File: src/rtl/mc14500_fetch.sv
// mc14500_fetch: instruction fetch sequencer for an MC14500B ICU system.
// Holds the program counter and addresses the program ROM with it. Latches
// each fetched word as the ICU opcode plus an operand, then steers the next
// pc from the ICU JMP/RTN flags.
// Optional return stack: define MC14500_FETCH_STACK_EN to enable it.
module mc14500_fetch #(
  parameter int ADDR_W  = 8,
  parameter int OPD_W   = 8,
  parameter int STACK_D = 4
) (
  input  logic              clk,
  input  logic              rst,
  input  logic              run,
  output logic [ADDR_W-1:0] rom_addr,
  input  logic [OPD_W+3:0]  rom_data,
  output logic [3:0]        instr,
  output logic [2:0]        io_addr,
  output logic [OPD_W-4:0]  io_sel,
  output logic              instr_valid,
  input  logic              jmp,
  input  logic              rtn,
  output logic [ADDR_W-1:0] pc,
  output logic              stk_err
);

  // Reject parameter sets where the operand cannot carry a jump target or
  // the 3-bit selector address.
  if (OPD_W < ADDR_W || OPD_W < 3 || STACK_D < 1) begin : g_bad_params
    $error("mc14500_fetch: need OPD_W >= ADDR_W, OPD_W >= 3, STACK_D >= 1");
  end

  typedef enum logic {FETCH = 1'b0, EXEC = 1'b1} state_t;

  state_t            state_q;
  logic [ADDR_W-1:0] pc_q;
  logic [ADDR_W-1:0] pc_d;
  logic [ADDR_W-1:0] pc_inc;
  logic [ADDR_W-1:0] jmp_tgt;
  logic [3:0]        instr_q;
  logic [OPD_W-1:0]  opd_q;
  logic              valid_q;

  assign pc_inc  = pc_q + ADDR_W'(1);
  assign jmp_tgt = opd_q[ADDR_W-1:0];

`ifdef MC14500_FETCH_STACK_EN
  localparam int SP_W  = $clog2(STACK_D + 1);
  localparam int IDX_W = (STACK_D > 1) ? $clog2(STACK_D) : 1;

  logic [ADDR_W-1:0] stk_mem [STACK_D];
  logic [SP_W-1:0]   sp_q;
  logic [SP_W-1:0]   sp_m1;
  logic              stk_err_q;
  logic              stk_full;
  logic              stk_empty;
  logic              do_push;
  logic              do_pop;
  logic [ADDR_W-1:0] stk_top;

  assign stk_full  = (sp_q == SP_W'(STACK_D));
  assign stk_empty = (sp_q == '0);
  assign sp_m1     = sp_q - SP_W'(1);
  assign stk_top   = stk_mem[sp_m1[IDX_W-1:0]];
  // jmp has priority, so a simultaneous rtn never pops.
  assign do_push   = (state_q == EXEC) && jmp && !stk_full;
  assign do_pop    = (state_q == EXEC) && !jmp && rtn && !stk_empty;

  // Return-address storage; only the pointer needs a reset.
  always_ff @(posedge clk) begin
    if (do_push) stk_mem[sp_q[IDX_W-1:0]] <= pc_inc;
  end

  // Stack pointer and sticky overflow/underflow flag.
  always_ff @(posedge clk or posedge rst) begin
    if (rst) begin
      sp_q      <= '0;
      stk_err_q <= 1'b0;
    end else begin
      if (do_push) sp_q <= sp_q + SP_W'(1);
      else if (do_pop) sp_q <= sp_m1;
      if (state_q == EXEC) begin
        if (jmp && stk_full) stk_err_q <= 1'b1;
        else if (!jmp && rtn && stk_empty) stk_err_q <= 1'b1;
      end
    end
  end

  assign stk_err = stk_err_q;
`else
  assign stk_err = 1'b0;
`endif

  // Next pc at the end of EXEC: jmp beats rtn, otherwise sequential.
  always_comb begin
    pc_d = pc_inc;
    if (jmp) begin
      pc_d = jmp_tgt;
    end else if (rtn) begin
`ifdef MC14500_FETCH_STACK_EN
      pc_d = stk_empty ? pc_inc : stk_top;
`else
      pc_d = '0;
`endif
    end
  end

  // Two-state fetch/execute sequencer with registered outputs. The latched
  // word is left in place through the next FETCH so the selector address
  // stays put while the ICU writes its result back.
  always_ff @(posedge clk or posedge rst) begin
    if (rst) begin
      state_q <= FETCH;
      pc_q    <= '0;
      instr_q <= 4'h0;
      opd_q   <= '0;
      valid_q <= 1'b0;
    end else begin
      case (state_q)
        FETCH: begin
          if (run) begin
            instr_q <= rom_data[OPD_W+3:OPD_W];
            opd_q   <= rom_data[OPD_W-1:0];
            valid_q <= 1'b1;
            state_q <= EXEC;
          end
        end
        EXEC: begin
          valid_q <= 1'b0;
          pc_q    <= pc_d;
          state_q <= FETCH;
        end
      endcase
    end
  end

  assign rom_addr    = pc_q;
  assign pc          = pc_q;
  assign instr       = instr_q;
  assign io_addr     = opd_q[2:0];
  assign io_sel      = opd_q[OPD_W-1:3];
  assign instr_valid = valid_q;

endmodule

File: config.mk
export PLATFORM = sky130hd
export DESIGN_NAME = mc14500_fetch
export DESIGN_NICKNAME = d
export VERILOG_FILES = /design/src/rtl/mc14500_fetch.sv
export SDC_FILE = /design/constraint.sdc
export NUM_CORES = 1
export LEC_CHECK = 0
export CORE_UTILIZATION = 41
export DETAILED_ROUTE_END_ITERATION = 8
export PLACE_DENSITY = 0.84
export SLEW_MARGIN = 40
export SYNTH_ARGS = -nofsm -noshare
export SYNTH_HDL_FRONTEND = slang
export SYNTH_SLANG_ARGS = --single-unit
File: constraint.sdc
create_clock -name clk -period 1.6 [get_ports clk]
set_input_delay 0.24 -clock clk [delete_from_list [all_inputs] [get_ports clk]]
set_output_delay 0.24 -clock clk [all_outputs]
set_load 0.02 [all_outputs]
Word level (Yosys, flattened, before mapping)
Cells that the tools add are included.

storage, ports and cells
  output and inout bits = 30
  bits in registers = 22

operators by class
  bitwise gates (word level) = 1
  muxes and demuxes = 6
  equal/unequal tests = 1
  $add $sub $neg = 1
  reduce and logical (&&, ||, !) cells = 1

operators with widths
  kind                   number
  $mux W8                2
  $add A8 B1 Y8 const B  1
  $pmux W1 S2            2
  $mux W1                2
  $ne A2 B2 Y1 const B   1
  $reduce_and A2 Y1      1
  $not A1 Y1             1

Depth between registers and ports, before layout
Gate-level depths: netlist of run 1.

  depth after elaboration = 3
  mapped depth = 4

Worst setup path before layout of run 1
OpenSTA, ideal clock, no wires.

  path kind = register -> register
  start = reg pc_q[0], in the netlist pc[0]
  end = reg pc_q[6], in the netlist pc[6]
  path slack = -0.018 ns
  setup time = 0.080 ns
  required time = 1.520 ns
  arrival time = 1.538 ns
  stages on the path, launching flop included = 5
  cells stage by stage = dfrtp_1 ha_1 or3b_1 o31a_1 o211ai_2

between the ends
  cells in the longest elaborated chain, start to end = 3

ends and longest elaborated chain
  what                      RTL line  text
  start: declaration        35        logic [ADDR_W-1:0] pc_q;
  start signal: assignment  129       pc_q <= pc_d;
  $add A8 B1 Y8             43        assign pc_inc = pc_q + ADDR_W'(1);
  $mux W8                   98        end else if (rtn) begin
  $mux W8                   96        if (jmp) begin

No other way between the ends.
A chain may end at the register's enable or synchronous reset.

Worst setup path after layout of run 1
  start = reg opd_q[5], in the netlist jmp_tgt[5]
  end = out io_sel[2]

RTL lines
  what                      RTL line  text
  start: declaration        40        logic [OPD_W-1:0] opd_q;
  start signal: assignment  122       opd_q <= rom_data[OPD_W-1:0];
  end: declaration          18        output logic [OPD_W-4:0] io_sel,

No word-level cell between the ends.

==> tab_implementation.tex, run 1 <==
\begin{tabular}{lr}
\hline
Metric & Value \\
\hline
\multicolumn{2}{l}{\textbf{Critical path}} \\
\quad Cell with the largest stage delay on the worst path & clkdlybuf4s50\_1 \\
\quad Critical path depth & 1 \\
\quad Beginning of the critical path & jmp\_tgt[5] \\
\quad Crit path max-delay family & buffers and inverters \\
\quad Critical path capture point type & output port \\
\quad Worst r2r dst & pc[6] \\
\quad Critical path endpoint & io\_sel[2] \\
\quad Count of cells along the worst register-to-register path & 4 \\
\quad Worst r2r src & pc[0] \\
\quad Maximum fanout count along the critical path & 3 \\
\quad Number of buffers and inverters on the critical path & 1 \\
\quad Worst Path Arrival & 1.29 ns \\
\quad Critical setup path kind & reg2out \\
\quad Max incr delay on CP & a little over 0.6 ns \\
\quad Reg2reg setup slack & 0.11 ns \\
\quad Critical path launch point type & register \\
\quad Data required, critical path & 1.36 ns \\
\quad Chain of cells forming the critical path & clkdlybuf4s50\_1 \\
\multicolumn{2}{l}{\textbf{Logic synthesis}} \\
\quad Number of synthesized flops with an enable pin & 0 \\
\quad Portion of netlist area occupied by mux cells & between 10\% and 20\% \\
\quad Cell count after synthesis & approximately 100 \\
\quad XOR/XNOR Fraction of Synth Area & 0\% \\
\quad Primary FF master, synth & dfrtp\_1 \\
\quad Synth top area cells & dfrtp\_1 50\%, mux2\_2 7.1\%, buf\_4 6.1\%, mux2\_1 5.1\%, nand2\_1 2.4\% \\
\quad Number of nets produced by synthesis & roughly 120 \\
\quad Flop and latch count out of synthesis & 22 \\
\quad Post-synthesis cell area & approximately 0.0011 mm\^{}2 \\
\quad Fraction of post-synthesis cell area in the top cell type by area & around half \\
\quad Count of distinct cell types in the synthesized netlist & 29 \\
\quad Complex-gate fraction of the synthesized area & between 10\% and 20\% \\
\quad Average cell area after synthesis & $\sim$11 um\^{}2 \\
\quad Fraction of registers with async set or reset after synthesis & 100\% \\
\quad Synthesis warning total & 0 \\
\quad Cell with the most instances after synthesis & dfrtp\_1 \\
\quad Cell taking the most area after synthesis & dfrtp\_1 \\
\quad Sequential-to-total area share from yosys stat & between 40\% and 50\% \\
\quad Simple-gate share of the synthesized area & between 10\% and 20\% \\
\quad Most instantiated cells after synthesis & 22 x dfrtp\_1, 9 x buf\_4, 7 x mux2\_2, 7 x nand2\_1 \\
\quad Main combinational cell family by area after synthesis & simple AND/OR/NAND/NOR gates \\
\quad Arithmetic-cell share of the synthesized area counting full adders, half adders and majority gates & approximately 1.1\% \\
\multicolumn{2}{l}{\textbf{Floorplan}} \\
\quad Number of rows created at floorplan & 18 \\
\quad Starting utilization of the core area & 43.8\% \\
\quad Boundary Pins & 47 \\
\quad Full die area & slightly below 0.003 mm\^{}2 \\
\quad Core region area & about 0.0025 mm\^{}2 \\
\quad Die width & between 50 and 60 um \\
\quad Die Ht & between 50 and 60 um \\
\multicolumn{2}{l}{\textbf{Cells and area}} \\
\quad Number of nets in the final layout & around 170 \\
\quad Area overhead of the layout relative to synthesis & 46.3\% \\
\quad Layout cells sized above 1 & roughly a fifth \\
\quad Non-filler cells, final & between 150 and 200 \\
\quad ANT cells & 0 \\
\quad Final cell utilization of the core & around 64\% \\
\multicolumn{2}{l}{\textbf{Timing}} \\
\quad Final-layout setup total negative slack & 0 ns \\
\quad Final cycle utilization of the critical path & 95.6\% \\
\quad Fmax achieved & between 600 and 700 MHz \\
\quad Number of pins exceeding their max-slew limit in the final report & 0 \\
\quad Count of endpoints failing hold in the final timing report & 0 \\
\quad RSZ-0062 raised after global routing & false \\
\quad Worst hold-check slack & about 0.12 ns \\
\quad Clock skew after layout & $\sim$0.0033 ns \\
\quad Final setup violation count & 0 \\
\quad Shortest period the worst path allows & 1.53 ns \\
\multicolumn{2}{l}{\textbf{Pwr}} \\
\quad Internal Pwr Total & around 1.1 mW \\
\quad Combinational cell fraction of total power & 38.6\% \\
\quad Sum of internal, switching and leakage power & about 1.7 mW \\
\quad Net switching power of the design & 0.607 mW \\
\quad Share of total power in the clock network & between 15 and 20\% \\
\quad Leakage power figure & just under 0.8 nW \\
\quad Share of power burned in registers & about 44\% \\
\quad IR Drop Worst-Case VDD & 0.850 mV \\
\quad Areal power density over the cells & roughly 1100 mW/mm\^{}2 \\
\quad Switching part of the total power & a little over a third \\
\multicolumn{2}{l}{\textbf{GRT}} \\
\quad Global-route wire length before repair & $\sim$4200 um \\
\quad Grt total ovfl & 0 \\
\quad Global-route usage over all layers & slightly above 20\% \\
\quad Vias in the first global route & about 940 \\
\quad Largest net degree at the start of global routing & 19 \\
\quad Number of antenna violations at the first check in global routing & 0 \\
\multicolumn{2}{l}{\textbf{Placed design}} \\
\quad Routability Congestion & about 0.86 \\
\quad Final HPWL from detailed placement & roughly 2100 um \\
\quad Cell Count Post-Placement & approximately 170 \\
\quad Port bufs & 45 \\
\multicolumn{2}{l}{\textbf{Clock network}} \\
\quad Cts bufs inserted & 3 \\
\quad Skew-Pair Late Insertion Delay & 0.30 ns \\
\quad Clock buffer depth & 2 \\
\quad Sinks on the clock net & 22 \\
\quad H-tree levels & 1 \\
\quad Clock tree from TritonCTS & done \\
\quad CTS clk-pin slew, worst paths & between 0.1 and 0.15 ns \\
\quad Clock Tree Root & clkbuf\_4 \\
\quad Post-CTS setup buffers & 0 \\
\multicolumn{2}{l}{\textbf{Min path}} \\
\quad HP Class & in2async \\
\multicolumn{2}{l}{\textbf{Detailed routing}} \\
\quad Violation count after the first detailed-routing iteration & 9 \\
\quad Drt first pass iters & 4 \\
\quad Routed wirelength normalized by instance count & $\sim$14 um \\
\quad Detailed-route vias per instance & 5.23 \\
\quad Total via count in the routed design & around 930 \\
\quad Post-detailed-routing wire length & between 2000 and 3000 um \\
\quad ANT nets after route & 0 \\
\quad DRC violation count after routing & 0 \\
\multicolumn{2}{l}{\textbf{Run status}} \\
\quad Status & finished clean \\
\multicolumn{2}{l}{\textbf{Flow run}} \\
\quad Max-cap check violation count & 0 \\
\hline
\end{tabular}
-- final cells by class --
class | instances | area [um^2]
clock buffers | 4 | 36.3
fillers | 212 | 906
inverters | 4 | 15.0
multi-input cells | 63 | 457
flip-flops and latches | 22 | 556
well taps | 30 | 37.5
repair buffers | 54 | 515
-- layer usage --
layer	vias up	GRT usage, %	wire length (um)	share of wire, %
met2	38	35.4	1310	51
met3	4	4.80	154	6.0
met4	0	7.46	25	0.98
li1	443	-	-	-
met1	440	24.8	1080	42
met5	-	0	0	0
-- repair_timing --
item	4_1_cts	5_1_grt
gates cloned	0	0
resized for setup	18	7
endpoints found under the setup margin	16	7
hold buffers	0	0
-- power groups by stage --
stage	registers (mW)	clock network [mW]	logic [mW]
floorplan	0.868	0	0.295
global placement	0.760	0	0.722
detailed placement	0.765	0	0.733
CTS	0.755	0.314	0.674
global route	0.770	0.336	0.713
finish	0.752	0.300	0.661
-- cells in the final DEF (no fill, tap or decap), drive strengths merged, types with 2 or more instances in the layout --
master         count
dlymetal6s2s       7
inv                4
nor2               5
a22o               3
clkdlybuf4s50     22
nand2b             2
dlygate4sd2       16
nand2              7
clkbuf             4
or3b               2
dfrtp             22
nand3              5
mux2              12
o31ai              2
buf                9
a21oi              4
and3               2
o211ai             4
o21ai              4
-- metrics by stage --
step / setup WS [ns] / instance area [um^2]
2_1_floorplan: 0.0808 / 1110
3_3_place_gp: -0.0176 / 1580
3_5_place_dp: -0.0600 / 1580
4_1_cts: 0.0222 / 1600
5_1_grt: 0.00391 / 1620
6_report: 0.0706 / 1620
-- kinds of logic (layout without fill, tap and decap cells) --
logic type,Yosys count,count (layout)
muxes,12,12
other,1,1
and+or+nand+nor,29,29
AOI/OAI and AO/OA,20,20
buffers and inverters,16,62
adders and majority gates,1,1
DFF,22,22
-- worst min path at each step --
stage | depth (start not counted) | endpoint | startpoint | slack, ns
after floorplan | 1 | instr[0] | rst | 0.23
after global placement | 2 | instr[2] | rst | 0.44
after detailed placement | 2 | instr[3] | rst | 0.45
after CTS | 2 | instr[3] | rst | 0.12
after global routing | 2 | instr[2] | rst | 0.12
final | 2 | instr[2] | rst | 0.12
-- state kept, by name (all words and copies together) (netlist names) --
register / cells
instr: 4
instr_valid: 1
jmp_tgt: 8
pc: 8
state_q: 1
No activity file was read; power rests on OpenSTA's default activity.
==> run 2: changes to the inputs <==
- CORE_UTILIZATION: 41 -> 37
- PLACE_DENSITY: 0.84 -> 0.8
- clock period: 1.6 -> 1.2 ns (I/O delays scaled with it)
==> run 2 against run 1 <==
  * The run now ends with negative setup slack left
  * Critical path depth is 3 higher
  * Clock skew is 0.0018 ns lower
  * Clock-buffer cell count stayed put
  * Worst hold slack worse by 0.024 ns
  * Register-to-register slack worse by 0.30 ns
==> tab_implementation.tex, run 2 (synthesized netlist as in run 1, its figures left out) <==
\begin{tabular}{lr}
\hline
Metric & Value \\
\hline
\multicolumn{2}{l}{\textbf{Pwr}} \\
\quad Leakage power figure & 0.829 nW (+5.7\%) \\
\quad Share of power burned in registers & 39.4\% (-4.5 points) \\
\quad Switching part of the total power & 35.3\% (-0.095 points) \\
\quad Net switching power of the design & 0.878 mW (+45\%) \\
\quad Areal power density over the cells & 1420 mW/mm\^{}2 (+34\%) \\
\quad Combinational cell fraction of total power & 44.6\% (+6.0 points) \\
\quad Share of total power in the clock network & 16.0\% (-1.5 points) \\
\quad IR Drop Worst-Case VDD & 1.07 mV (+26\%) \\
\quad Internal Pwr Total & 1.61 mW (+45\%) \\
\multicolumn{2}{l}{\textbf{Min path}} \\
\quad HP Class & in2async \\
\multicolumn{2}{l}{\textbf{Clock network}} \\
\quad Cts bufs inserted & 3 (unchanged) \\
\quad CTS clk-pin slew, worst paths & 0.12 ns (about the same) \\
\quad Clock Tree Root & clkbuf\_4 \\
\quad H-tree levels & 1 (unchanged) \\
\quad Clock buffer depth & 2 (unchanged) \\
\quad Sinks on the clock net & 22 (unchanged) \\
\quad Clock tree from TritonCTS & done \\
\quad Skew-Pair Late Insertion Delay & 0.30 ns (about the same) \\
\multicolumn{2}{l}{\textbf{Critical path}} \\
\quad Reg2reg setup slack & -0.19 ns (-0.30 ns) \\
\quad Maximum fanout count along the critical path & 3 (unchanged) \\
\quad Data required, critical path & 1.43 ns (+0.07 ns) \\
\quad Worst r2r src & pc[1] \\
\quad Critical path endpoint & pc[6] \\
\quad Beginning of the critical path & pc[1] \\
\quad Worst r2r dst & pc[6] \\
\quad Critical path launch point type & register \\
\quad Critical setup path kind & reg2reg \\
\quad Critical path capture point type & register \\
\quad Count of cells along the worst register-to-register path & 4 (unchanged) \\
\quad Worst Path Arrival & 1.62 ns (+0.33 ns) \\
\multicolumn{2}{l}{\textbf{Floorplan}} \\
\quad Starting utilization of the core area & 39.7\% (-4.1 points) \\
\quad Die width & 56.6 um (+5.1\%) \\
\quad Number of rows created at floorplan & 19 (+1) \\
\quad Die Ht & 56.6 um (+5.1\%) \\
\quad Boundary Pins & 47 (unchanged) \\
\quad Full die area & 0.00321 mm\^{}2 (+10\%) \\
\quad Core region area & 0.00278 mm\^{}2 (+10\%) \\
\multicolumn{2}{l}{\textbf{GRT}} \\
\quad Global-route usage over all layers & 18.4\% (-2.2 points) \\
\quad Vias in the first global route & 1061 (+13\%) \\
\quad Number of antenna violations at the first check in global routing & 0 (unchanged) \\
\quad Global-route wire length before repair & 4620 um (+9.8\%) \\
\quad Largest net degree at the start of global routing & 19 (unchanged) \\
\quad Grt total ovfl & 0 (unchanged) \\
\multicolumn{2}{l}{\textbf{Cells and area}} \\
\quad Most common cell after layout, fill and taps aside & buf\_4 \\
\quad Most frequent cells in the layout & 34 x buf\_4, 16 x clkdlybuf4s50\_1, 15 x dfrtp\_1, 11 x clkbuf\_2, 11 x buf\_2 \\
\quad Area overhead of the layout relative to synthesis & 58.2\% \\
\quad Layout cells sized above 1 & 51.2\% (+32 points) \\
\quad ANT cells & 0 (unchanged) \\
\quad Number of nets in the final layout & 189 (+14\%) \\
\multicolumn{2}{l}{\textbf{Timing}} \\
\quad Worst hold-check slack & 0.0965 ns (-0.0238 ns) \\
\quad Final cycle utilization of the critical path & 116\% \\
\quad Number of pins exceeding their max-slew limit in the final report & 0 (unchanged) \\
\quad Fmax achieved & a little over 700 MHz \\
\quad Shortest period the worst path allows & about 1.4 ns \\
\quad Count of endpoints failing hold in the final timing report & 0 (unchanged) \\
\quad RSZ-0062 raised after global routing & true \\
\quad Clock skew after layout & 0.00145 ns (-0.00181 ns) \\
\quad Final setup violation count & 22 (+22) \\
\quad Setup slack after layout & -0.194 ns (-0.264 ns) \\
\multicolumn{2}{l}{\textbf{Detailed routing}} \\
\quad DRC violation count after routing & 0 (unchanged) \\
\quad Drt first pass iters & 4 (unchanged) \\
\quad Routed wirelength normalized by instance count & 13.8 um (-5.0\%) \\
\quad Total via count in the routed design & 1030 (+11\%) \\
\quad Detailed-route vias per instance & 5.12 (-1.9\%) \\
\quad Violation count after the first detailed-routing iteration & 5 (-4) \\
\quad ANT nets after route & 0 (unchanged) \\
\quad Post-detailed-routing wire length & 2770 um (+7.9\%) \\
\multicolumn{2}{l}{\textbf{Run status}} \\
\quad Status & finished with violations \\
\quad Violated checks & negative setup slack \\
\multicolumn{2}{l}{\textbf{Placed design}} \\
\quad Routability Congestion & 0.844 (-1.7\%) \\
\quad Worst slack after detailed placement & -0.396 ns (-0.335 ns) \\
\quad Port bufs & 45 (unchanged) \\
\quad Final HPWL from detailed placement & 2150 um (+4.2\%) \\
\multicolumn{2}{l}{\textbf{Flow run}} \\
\quad Max-cap check violation count & 0 (unchanged) \\
\hline
\end{tabular}
-- run 2: cell types whose count changed in the layout (fill, tap and decap cells not counted), sizes merged --
| cell | before | now |
|---|---|---|
| buf | 9 | 48 |
| clkdlybuf4s50 | 22 | 16 |
| dlymetal6s2s | 7 | 0 |
| clkbuf | 4 | 15 |
| dlygate4sd2 | 16 | 0 |
| clkdlybuf4s15 | 0 | 2 |
-- run 2: worst max-delay path, stage by stage (launching register included) --
cell      delay [ns]
dfrtp_2         0.41
ha_4            0.13
or3b_4          0.39
o31a_1          0.26
o211ai_2        0.13
-- run 2: timing repair --
item                                    in CTS  in global routing
endpoints found under the setup margin      47                 41
setup buffers                                4                  1
pin swaps                                    0                  1
hold buffers                                 0                  0
resized for setup                           88                 22
-- run 2: worst min-delay path by stage --
| stage | start | end |
|---|---|---|
| floorplan | rst | instr[0] |
| global placement | rst | instr[3] |
| detailed placement | rst | jmp_tgt[5] |
| CTS | rst | instr[2] |
| global route | rst | instr[3] |
| finish | rst | instr[2] |
-- run 2: metal layers --
layer | up-vias | GRT usage, % | wire, um
li1 | 488 | - | -
met3 | 2 | 3.46 | 162
met1 | 506 | 21.7 | 1170
met5 | - | 0 | 0
met4 | 0 | 5.57 | 18
met2 | 34 | 33.4 | 1420
-- run 2: stage by stage --
step / total power, mW / utilization, % / setup TNS [ns] / cells / instance area, um^2
6_report: 2.48 / 62.8 / -1.59 / 201 / 1750
2_1_floorplan: 1.59 / - / -0.633 / 101 / 1150
3_5_place_dp: 2.19 / 64.1 / -5.58 / 192 / 1780
4_1_cts: 2.54 / 65.2 / -1.73 / 200 / 1810
3_3_place_gp: 2.16 / 64.1 / -4.93 / 192 / 1780
5_1_grt: 2.63 / 62.8 / -2.68 / 201 / 1750
-- run 2: power groups by stage --
stage / logic (mW) / registers, mW / clock network, mW
after detailed placement: 1.18 / 1.01 / 0
after global placement: 1.15 / 1.00 / 0
final: 1.11 / 0.978 / 0.397
after floorplan: 0.407 / 1.18 / 0
after global routing: 1.18 / 1.00 / 0.442
after CTS: 1.14 / 0.986 / 0.415
-- run 2: cell type report --
type	instances	area, um^2
fill	233	1030
tap	31	38.8
timing repair buffer	77	598
inverter	4	15.0
multi-input combinational	63	500
sequential	22	559
clock buffer	4	36.3
==> run 3: changes to the inputs <==
- CELL_PAD_IN_SITES_DETAIL_PLACEMENT: not set -> 1
- CELL_PAD_IN_SITES_GLOBAL_PLACEMENT: not set -> 1
- CORE_MARGIN: not set -> 1
- CORE_UTILIZATION: 37 -> 28
- PLACE_DENSITY: 0.8 -> 0.81
==> run 3 against run 2 <==
  * The flow still finishes with violations (negative setup slack)
  * Sequential power barely moved
  * Critical path depth did not move
  * Clock skew rose by 0.0064 ns
  * Utilization fell by 13 points
  * Clock-buffer cell count did not move
  * Via count rose by 6.8%
  * Sequential cell count did not move
  * Sequential share of layout area fell by 1.5 points
  * Critical path type unchanged
  * Critical endpoint unchanged
  * Largest cell class unchanged
  * Largest power group unchanged
==> tab_implementation.tex, run 3 (synthesized netlist as in run 1, its figures left out) <==
\begin{tabular}{lr}
\hline
Metric & Value \\
\hline
\multicolumn{2}{l}{\textbf{Run status}} \\
\quad Status & finished with violations \\
\quad Violated checks & negative setup slack \\
\multicolumn{2}{l}{\textbf{Pwr}} \\
\quad Net switching power of the design & 0.989 mW (+13\%) \\
\quad IR Drop Worst-Case VDD & 0.753 mV (-30\%) \\
\quad Share of total power in the clock network & 20.7\% (+4.7 points) \\
\quad Combinational cell fraction of total power & 42.4\% (-2.2 points) \\
\quad Leakage power figure & 0.840 nW (+1.3\%) \\
\quad Switching part of the total power & 36.4\% (+1.1 points) \\
\quad Internal Pwr Total & 1.73 mW (+7.4\%) \\
\quad Areal power density over the cells & 1480 mW/mm\^{}2 (+4.1\%) \\
\quad Share of power burned in registers & 36.9\% (-2.5 points) \\
\multicolumn{2}{l}{\textbf{Placed design}} \\
\quad Area after DPL & 0.00181 mm\^{}2 (+1.6\%) \\
\quad Port bufs & 45 (unchanged) \\
\quad Routability Congestion & 0.885 (+4.9\%) \\
\quad Final HPWL from detailed placement & 2890 um (+34\%) \\
\multicolumn{2}{l}{\textbf{GRT}} \\
\quad Number of antenna violations at the first check in global routing & 0 (unchanged) \\
\quad Global-route wire length before repair & 6400 um (+39\%) \\
\quad Vias in the first global route & 1259 (+19\%) \\
\quad Largest net degree at the start of global routing & 21 (+2) \\
\quad Global-route usage over all layers & 20.9\% (+2.5 points) \\
\quad Grt total ovfl & 0 (unchanged) \\
\multicolumn{2}{l}{\textbf{Timing}} \\
\quad Shortest period the worst path allows & 1.40 ns (+0.00903 ns) \\
\quad Fmax achieved & 713 MHz (-0.64\%) \\
\quad Worst hold-check slack & 0.0841 ns (-0.0124 ns) \\
\quad Final cycle utilization of the critical path & 117\% (+0.75 points) \\
\quad Final setup violation count & 20 (-9.1\%) \\
\quad Count of endpoints failing hold in the final timing report & 0 (unchanged) \\
\quad Setup slack after layout & -0.203 ns (-0.00903 ns) \\
\quad RSZ-0062 raised after global routing & true \\
\quad Clock skew after layout & 0.00789 ns (+0.00644 ns) \\
\quad Number of pins exceeding their max-slew limit in the final report & 0 (unchanged) \\
\multicolumn{2}{l}{\textbf{Critical path}} \\
\quad Critical path launch point type & register \\
\quad Critical setup path kind & reg2reg \\
\quad Maximum fanout count along the critical path & 3 (unchanged) \\
\quad Critical path capture point type & register \\
\quad Data required, critical path & 1.39 ns (-0.04 ns) \\
\quad Worst Path Arrival & 1.60 ns (-0.02 ns) \\
\multicolumn{2}{l}{\textbf{Cells and area}} \\
\quad Number of nets in the final layout & 187 (-1.1\%) \\
\quad Layout cells sized above 1 & 42.9\% (-8.3 points) \\
\quad Design area & 0.00184 mm\^{}2 (+5.0\%) \\
\quad ANT cells & 0 (unchanged) \\
\quad Most frequent cells in the layout & 32 x buf\_4, 15 x dfrtp\_1, 13 x clkdlybuf4s50\_1, 12 x dlygate4sd2\_1 \\
\quad Most common cell after layout, fill and taps aside & buf\_4 \\
\quad Area overhead of the layout relative to synthesis & 66.1\% \\
\multicolumn{2}{l}{\textbf{Detailed routing}} \\
\quad Total via count in the routed design & 1100 (+6.8\%) \\
\quad Routed wirelength normalized by instance count & 18.8 um (+36\%) \\
\quad Post-detailed-routing wire length & 4050 um (+46\%) \\
\quad ANT nets after route & 0 (unchanged) \\
\quad Violation count after the first detailed-routing iteration & 15 (+10) \\
\quad Detailed-route vias per instance & 5.09 (-0.62\%) \\
\quad DRC violation count after routing & 0 (unchanged) \\
\quad Drt first pass iters & 4 (unchanged) \\
\multicolumn{2}{l}{\textbf{Floorplan}} \\
\quad Number of rows created at floorplan & 22 (+3) \\
\quad Boundary Pins & 47 (unchanged) \\
\quad Starting utilization of the core area & 29.7\% (-10 points) \\
\quad Full die area & 0.00420 mm\^{}2 (+31\%) \\
\quad Core region area & 0.00372 mm\^{}2 (+34\%) \\
\quad Die width & 64.8 um (+14\%) \\
\quad Die Ht & 64.8 um (+14\%) \\
\multicolumn{2}{l}{\textbf{Min path}} \\
\quad HP Class & in2async \\
\multicolumn{2}{l}{\textbf{Clock network}} \\
\quad Skew-Pair Late Insertion Delay & 0.27 ns (-0.03 ns) \\
\quad CTS clk-pin slew, worst paths & 0.09 ns (-0.03 ns) \\
\quad Clock buffer depth & 2 (unchanged) \\
\quad Clock Tree Root & clkbuf\_8 \\
\quad H-tree levels & 1 (unchanged) \\
\quad Clock tree from TritonCTS & done \\
\quad Cts bufs inserted & 3 (unchanged) \\
\quad Sinks on the clock net & 22 (unchanged) \\
\multicolumn{2}{l}{\textbf{Flow run}} \\
\quad Max-cap check violation count & 0 (unchanged) \\
\hline
\end{tabular}
==> run 3: cell types whose count changed in the layout (fill, tap and decap cells not counted), moves of 5 or more <==
| cell | before | now |
|---|---|---|
| buf_2 | 11 | 4 |
| dlygate4sd2_1 | 0 | 12 |
| clkdlybuf4s15_1 | 1 | 6 |
| clkbuf_2 | 11 | 3 |
==> run 3: worst max-delay path, cell delays in order, from the launching register on <==
cell and delay, ns:
dfrtp_2 0.40, ha_4 0.14, or3b_4 0.39, o31a_1 0.27
o211ai_2 0.13
==> run 3: routing by layer <==
metal  global-route usage (%)  up-vias  routed length [um]
li1                         -      484                   -
met1                     20.6      557                1480
met2                     41.3       51                2310
met3                     4.23        8                 186
met4                     8.61        0                  84
met5                        0        -                   0
==> run 3: power groups by stage <==
stage               clock network, mW  registers (mW)  logic [mW]
floorplan                           0            1.18       0.407
global placement                    0            1.00        1.17
detailed placement                  0            1.02        1.23
CTS                             0.559            1.01        1.15
global route                    0.597            1.02        1.22
finish                          0.561            1.00        1.15
==> run 3: path summary, 6_finish.rpt <==
path / to / cells after the start / start / slack (ns)
worst max-delay path: pc[6] / 4 / pc[1] / -0.20
worst min-delay path: instr[2] / 2 / rst / 0.08
worst max register to register: pc[6] / 4 / pc[1] / -0.20
worst min register to register: instr[2] / 1 / instr[2] / 0.52
max in group asynchronous: pc[7] / 3 / rst / 0.75
min in group clk: instr_valid / 3 / run / 0.38
==> run 3: repair_timing <==
| action | CTS | global route |
|---|---|---|
| pin swaps | 1 | 1 |
| buffers inserted | 1 | 2 |
| resized for setup | 67 | 15 |
| hold buffers | 0 | 0 |
| endpoints found under the setup margin | 49 | 35 |
==> run 3: layout make-up <==
class                   instances  area, um^2
multi-input cells              63         502
inverters                       4        15.0
fillers                       408        1880
well taps                      48        60.1
repair buffers                 75         644
clock buffers                   4        55.1
flip-flops and latches         22         559
==> run 3: stage by stage <==
step	utilization, %	total power, mW	setup TNS (ns)	setup slack [ns]	instances
final	49.4	2.71	-1.29	-0.203	216
after CTS	49.9	2.72	-1.22	-0.216	215
after global placement	48.7	2.17	-5.27	-0.389	210
after global routing	49.4	2.84	-2.25	-0.248	216
after floorplan	-	1.59	-0.633	-0.246	101
after detailed placement	48.7	2.25	-6.72	-0.419	210
